`src/rtl/controle_autenticacao_if.sv`:
```
// controle_autenticacao_if: code switches, enter request and result display/status bundle
interface controle_autenticacao_if;
    logic [2:0] sw;
    logic       enter;
    logic [6:0] P;
    logic       granted;
    logic       denied;
    logic       locked;
    logic [1:0] tries;
    modport master (output sw, enter, input P, granted, denied, locked, tries);
    modport slave  (input sw, enter, output P, granted, denied, locked, tries);
endinterface

```
`src/rtl/controle_autenticacao.sv`:
```
// controle_autenticacao: access-code check sequencer with failed-attempt lockout and 7-seg result
module controle_autenticacao #(
    parameter logic [2:0] CODE        = 3'b101,
    parameter int         MAX_TRIES   = 3,
    parameter int         SHOW_CYCLES = 8,
    parameter int         LOCK_CYCLES = 32,
    parameter int         TIMER_W     = 8
) (
    input logic                   clk,
    input logic                   rst_n,
    controle_autenticacao_if.slave bus
);
    typedef enum logic [2:0] {IDLE, CHECK, GRANTED, DENIED, LOCKED} state_t;
    localparam logic [1:0]         MAX_T  = 2'(MAX_TRIES);
    localparam logic [TIMER_W-1:0] SHOW_T = TIMER_W'(SHOW_CYCLES - 1);
    localparam logic [TIMER_W-1:0] LOCK_T = TIMER_W'(LOCK_CYCLES - 1);
    state_t             state;
    logic [TIMER_W-1:0] timer;
    logic               enter_q;
    logic [2:0]         code_q;
    logic [1:0]         tries;
    logic [9:0]         out_q;
    wire                press = bus.enter & ~enter_q;
    // {P, granted, denied, locked} for the state being entered
    function automatic logic [9:0] outs(state_t s);
        return s == GRANTED ? {7'b1110111, 3'b100} :
               s == DENIED  ? {7'b1001111, 3'b010} :
               s == LOCKED  ? {7'b0001110, 3'b001} : {7'b0000001, 3'b000};
    endfunction
    assign bus.P       = out_q[9:3];
    assign bus.granted = out_q[2];
    assign bus.denied  = out_q[1];
    assign bus.locked  = out_q[0];
    assign bus.tries   = tries;
    always_ff @(posedge clk or negedge rst_n) begin
        if (!rst_n) begin
            state   <= IDLE;
            timer   <= '0;
            enter_q <= 1'b0;
            code_q  <= '0;
            tries   <= '0;
            out_q   <= outs(IDLE);
        end else begin
            enter_q <= bus.enter;
            case (state)
                IDLE: if (press) begin
                    code_q <= bus.sw;
                    state  <= CHECK;
                end
                CHECK: if (code_q == CODE) begin
                    state <= GRANTED;
                    tries <= '0;
                    timer <= SHOW_T;
                    out_q <= outs(GRANTED);
                end else if (tries + 2'd1 == MAX_T) begin
                    state <= LOCKED;
                    tries <= tries + 2'd1;
                    timer <= LOCK_T;
                    out_q <= outs(LOCKED);
                end else begin
                    state <= DENIED;
                    tries <= tries + 2'd1;
                    timer <= SHOW_T;
                    out_q <= outs(DENIED);
                end
                GRANTED, DENIED: if (timer == '0) begin
                    state <= IDLE;
                    out_q <= outs(IDLE);
                end else timer <= timer - 1'b1;
                LOCKED: if (timer == '0) begin
                    state <= IDLE;
                    tries <= '0;
                    out_q <= outs(IDLE);
                end else timer <= timer - 1'b1;
                default: begin
                    state <= IDLE;
                    out_q <= outs(IDLE);
                end
            endcase
        end
    end
endmodule

```
`src/flat_wrapper.sv`:
```
// flat-port wrapper written by rule: the top's interface ports become plain ports
module controle_autenticacao_flat 
#(
    parameter logic [2:0] CODE        = 3'b101,
    parameter int         MAX_TRIES   = 3,
    parameter int         SHOW_CYCLES = 8,
    parameter int         LOCK_CYCLES = 32,
    parameter int         TIMER_W     = 8
)
  (clk, rst_n, bus_sw, bus_enter, bus_P, bus_granted, bus_denied, bus_locked, bus_tries);
  controle_autenticacao_if bus_i ();
  input logic clk;
  input logic rst_n;
  input wire logic [$bits(bus_i.sw)-1:0] bus_sw;
  input wire logic [$bits(bus_i.enter)-1:0] bus_enter;
  output wire logic [$bits(bus_i.P)-1:0] bus_P;
  output wire logic [$bits(bus_i.granted)-1:0] bus_granted;
  output wire logic [$bits(bus_i.denied)-1:0] bus_denied;
  output wire logic [$bits(bus_i.locked)-1:0] bus_locked;
  output wire logic [$bits(bus_i.tries)-1:0] bus_tries;
  assign bus_i.sw = bus_sw;
  assign bus_i.enter = bus_enter;
  assign bus_P = bus_i.P;
  assign bus_granted = bus_i.granted;
  assign bus_denied = bus_i.denied;
  assign bus_locked = bus_i.locked;
  assign bus_tries = bus_i.tries;
  controle_autenticacao #(.CODE(CODE), .MAX_TRIES(MAX_TRIES), .SHOW_CYCLES(SHOW_CYCLES), .LOCK_CYCLES(LOCK_CYCLES), .TIMER_W(TIMER_W)) u_core (.clk(clk), .rst_n(rst_n), .bus(bus_i));
endmodule
```
`config.mk`:
```
export PLATFORM = sky130hd
export DESIGN_NAME = controle_autenticacao_flat
export DESIGN_NICKNAME = d
export VERILOG_FILES = /design/src/rtl/controle_autenticacao_if.sv /design/src/rtl/controle_autenticacao.sv /design/src/flat_wrapper.sv
export SDC_FILE = /design/constraint.sdc
export NUM_CORES = 1
export LEC_CHECK = 0
export CORE_MARGIN = 4
export CORE_UTILIZATION = 53
export DETAILED_ROUTE_END_ITERATION = 8
export GPL_TIMING_DRIVEN = 0
export MAX_ROUTING_LAYER = met4
export PLACE_DENSITY = 0.87
export SYNTH_ARGS = -nofsm -noshare
export SYNTH_HDL_FRONTEND = slang
export SYNTH_SLANG_ARGS = --single-unit
```
`constraint.sdc`:
```
create_clock -name clk -period 2.3 [get_ports clk]
set_input_delay 0.23 -clock clk [delete_from_list [all_inputs] [get_ports clk]]
set_output_delay 0.23 -clock clk [all_outputs]
set_load 0.02 [all_outputs]
```
Yosys cells after proc, flatten, opt, wreduce, memory -nomap -nowiden
Cells that the tools add are included.

Order comparisons: 0. Bitwise operators: 3. Equality and inequality tests: 10. Reduce and logical (&&, ||, !) cells: 10. Mux-type cells: 16. Shifts and indexed selects: 0. Divide/modulo/power cells: 0. Multiply operators: 0. Add/subtract/negate cells: 2.

Operators with widths (count): 10-bit 2-to-1 mux (3); 10-bit one-hot mux with 3 select lines (1); 8-bit 2-to-1 mux (2); 8-bit one-hot mux with 2 select lines (1); 3-bit 2-to-1 mux (4); 2-bit AND reduction (5); 3-bit one-hot mux with 3 select lines (1); 8-bit logical NOT (1); 8-bit by 1-bit subtractor with 8-bit output (second input constant) (1); 3-bit by 2-bit equality test with 1-bit output (second input constant) (2); 3-bit equality test (second input constant) (2); 2-bit by 1-bit inequality test with 1-bit output (second input constant) (3); 5-bit 2-to-1 mux (1); 2-bit 2-to-1 mux (2); 2-bit one-hot mux with 2 select lines (1); 2-bit nonzero test (2); 3-bit by 1-bit equality test with 1-bit output (second input constant) (1); 3-bit logical NOT (1); 3-bit OR reduction (1); 2-bit by 1-bit adder with 2-bit output (second input constant) (1); 2-bit equality test (second input constant) (1); 2-bit inequality test (second input constant) (1); 1-bit inverter (2); 1-bit AND (1).

Bits in writable memories: 0. Output and inout bits: 12. Bits in read-only memories: 0. Logic and storage cells: 47. Latch bits: 0. Bits in registers: 27. Memories kept: 0.

Longest topological paths before layout
Word-level depth: 5. Depth in mapped cells: 6.

Worst setup path after synthesis
OpenSTA, ideal clock, no wires.

Path type: register to register. Start: register u_core.timer[0]. End: register u_core.timer[6]. Path buffers: 0. Stages on the path, launching flop included: 7. Slack: 0.592 ns. Data arrival time: 1.570 ns. Cell sequence: dfrtp_1 -> inv_1 -> ha_1 -> or3b_2 -> a2111oi_4 -> mux2i_1 -> nor2_1.

Longest elaborated chain between the ends: 3. Elaborated cells on any way between the ends: 6. Classes of those cells: add/sub (1); eq/ne (1); mux (2); reduce/logical (2).

Ends and longest elaborated chain: start: declaration (line controle_autenticacao.sv:18) `logic [TIMER_W-1:0] timer;`; start signal: assignment (line controle_autenticacao.sv:69) `end else timer <= timer - 1'b1;`; start signal: assignment (line controle_autenticacao.sv:74) `end else timer <= timer - 1'b1;`; 8-bit by 1-bit subtractor with 8-bit output or 8-bit logical NOT (tied branches); 8-bit 2-to-1 mux or 2-bit inequality test (tied branches); 8-bit one-hot mux with 2 select lines or 2-bit AND reduction (tied branches).

Several ways; a longest one is shown, not always the timed one. The select of a mux whose other input is x is not followed. A chain may end at the register's enable or synchronous reset.

Worst setup path after layout
Start: register u_core.timer[0]. End: register u_core.out_q[9].

Longest elaborated chain between the ends: 3.

Ends and longest elaborated chain: 8-bit logical NOT (line controle_autenticacao.sv:66, controle_autenticacao.sv:70); 2-bit by 1-bit inequality test with 1-bit output (no source line); 2-bit AND reduction (no source line); end signal: assignment (line controle_autenticacao.sv:64) `out_q <= outs(DENIED);`; end signal: assignment (line controle_autenticacao.sv:68) `out_q <= outs(IDLE);`; end signal: assignment (line controle_autenticacao.sv:73) `out_q <= outs(IDLE);`; end: declaration (line controle_autenticacao.sv:22) `logic [9:0] out_q;`.

Every way passes these cells.

==> impl_metrics.tcl <==
set metrics [dict create \
    outcome "finished, final reports clean" \
    drtPass1Iterations 4 \
    setup_slack_ns 0.400 \
    cts_buffer_depth 2 \
    layout_commonest_cell "dfrtp_1" \
    avgSynthCellArea_um2 11.6 \
    maxCapViolations 0 \
    max_stage_delay_ns 0.44 \
    worst_slew_pin_slew_ns 1.04 \
    synth-main-ff-cell "dfrtp_1" \
    path_cells "inv_1, ha_1, nor3b_2, nand3_1, a21o_1, a22o_1" \
    post-dp-hpwl_mm 1.77 \
    crit_type "register to register" \
    p_total_mw 1.97 \
    synth_edf_count 0 \
    grt_max_degree 25 \
    fp.dieH_um 56.4 \
    layout-drive-gt1-share 0.195 \
    synth_area_um2 1240 \
    grtUsageTotal 0.175 \
    whs_path_depth 1 \
    async_reset_ff_frac 1.00 \
    yosys.area.top_type "dfrtp_1" \
    drc 0 \
    hold_path_class "input port to register" \
    die_width_um 56.4 \
    post_cts.repair.setup_buffers 0 \
    numCtsBuffers 3 \
    final_cell_mix "23 x dfrtp_1, 17 x clkdlybuf4s50_1, 7 x nor2_1, 7 x nand2_1" \
    arrival_ns 2.12 \
    r2r_cells 6 \
    timing.fmax_ghz 0.526 \
    design.core.area_um2 2210 \
    cp-end-kind "register" \
    synth_top_area_share 0.464 \
    drtIter0Drc 26 \
    min_from "bus_enter" \
    htree_levels 1 \
    reg2reg_from "u_core.timer[0]" \
    synth_nets 115 \
    pin_count 18 \
    grt_pass1_vias 936 \
    rows 17 \
    antenna_found_initial 0 \
    dpl_worst_slack_ns 0.441 \
    power_density_nw_per_um2 1320 \
    overflow 0 \
    grt_pass1_wl_mm 4.33 \
    syn_to_final_growth_pct 20.8 \
    final.setup.tns_ns 0 \
    fin_area_um2 1500 \
    post-route-min-period_ns 1.90 \
    timing.rr.end "u_core.out_q[9]" \
    ys_seq_area_frac 0.485 \
    cts_resized 0 \
    path_clk_slew_ns 0.14 \
    slew_headroom 0.303 \
    setup_viol 0 \
    ant_nets 0 \
    die-area_um2 3180 \
    r2r_setup_slack_ns 0.40 \
    fill_cells 167 \
    ys_top_cells_by_area "dfrtp_1 46%, mux2_2 3.6%, mux2i_1 2.4%, a21o_1 2.4%, a2111oi_4 2.2%" \
    cts_sinks 24 \
    skew_ns 0.00403 \
    leakage_nw 0.657 \
    vias 931 \
    clk_latency_ns 0.32 \
    yosysUniqueCellTypes 43 \
    syn_inst 107 \
    hold_viol 0 \
    worstPathRequired_ns 2.52 \
    slew_violations 0 \
    postCtsHoldBufs 0 \
    diodes 0 \
    yosys_warnings 0 \
    cts_tree "yes" \
    gp_congestion 0.904 \
    port_buffers 17 \
    crit_fanout 8 \
    routed_wirelength_mm 2.41 \
    dpl-instance-area_um2 1450 \
    start_util 0.561 \
    wl_per_cell_um 15.4 \
    startpoint "u_core.timer[0]" \
    start_kind "register" \
    clockRootBuffer "clkbuf_4" \
    period_share 0.826 \
    ys_ff_latch 24 \
    crit_slowest_cell "dfrtp_1" \
    nNetsFinal 137 \
    rsz0062_at_grt "false" \
    min_to "u_core.enter_q" \
    viasPerCell 5.97 \
    ir_worst_vdd_uv 841 \
]
-- worst max path at each step --
| stage | endpoint | slack [ns] | depth (start not counted) |
|---|---|---|---|
| after global routing | u_core.out_q[9] | 0.25 | 6 |
| after global placement | u_core.out_q[9] | 0.47 | 6 |
| final | u_core.out_q[9] | 0.40 | 6 |
| after floorplan | u_core.timer[6] | 0.59 | 6 |
| after detailed placement | u_core.out_q[9] | 0.44 | 6 |
| after CTS | u_core.out_q[9] | 0.40 | 6 |
-- synthesized netlist by cell type, drive strengths merged (4+ instances only) --
| cell type | count |
|---|---|
| a21o | 4 |
| inv | 5 |
| mux2 | 4 |
| buf | 5 |
| a22oi | 4 |
| a21oi | 5 |
| nand2 | 7 |
| nor2 | 7 |
| dfrtp | 23 |
-- registers in the layout, indices dropped and copies added (netlist names) --
signal and flops:
u_core.bus.tries 2, u_core.code_q 3, u_core.enter_q 1, u_core.out_q 7
u_core.state 3, u_core.timer 8
-- layer usage --
layer / vias up / global-route usage / share of wire
met5: - / - / 0
met3: 4 / 0.0207 / 0.032
met2: 26 / 0.280 / 0.48
met4: 0 / 0.0407 / 0.010
li1: 437 / - / -
met1: 464 / 0.239 / 0.47
-- kinds of logic (layout without fill, tap and decap cells) --
logic type | after synthesis | in the layout | synth area share
AOI/OAI and AO/OA | 30 | 30 | 0.207
adders and majority gates | 2 | 2 | 0.0202
buffers and inverters | 11 | 32 | 0.0554
DFF | 24 | 24 | 0.485
muxes | 7 | 7 | 0.0605
and+or+nand+nor | 33 | 33 | 0.172
-- power breakdown --
part / internal [mW] / switching, mW / leakage [nW] / total (mW)
Sequential: 0.586 / 0.172 / 0.298 / 0.758
Combinational: 0.436 / 0.471 / 0.331 / 0.906
Clock: 0.176 / 0.131 / 0.0279 / 0.307
-- critical path: cells and delay by family (launching register included) --
family / cells / cell delay, ns
adder cells (fa/ha/maj): 1 / 0.20
flip-flops: 1 / 0.44
AO/OA/AOI/OAI: 2 / 0.54
buffers and inverters: 1 / 0.07
AND/OR/NAND/NOR: 2 / 0.56
-- layout make-up --
type / instances / area [um2] / share of cell area
repair buffers: 17 / 170 / 0.114
clock buffers: 3 / 22.5 / 0.0150
clock inverters: 1 / 30.0 / 0.0200
well taps: 28 / 35.0 / 0.0234
multi-input cells: 72 / 571 / 0.381
inverters: 5 / 18.8 / 0.0125
plain buffers: 6 / 50.0 / 0.0334
flip-flops and latches: 24 / 602 / 0.402
-- through the flow --
step	std cells	hold WS, ns	util
2_1_floorplan	107	-0.0656	-
3_3_place_gp	152	0.459	0.654
3_5_place_dp	152	0.470	0.654
4_1_cts	156	0.387	0.678
5_1_grt	156	0.378	0.678
6_report	156	0.393	0.678
Power figures use the tool's default switching activity.
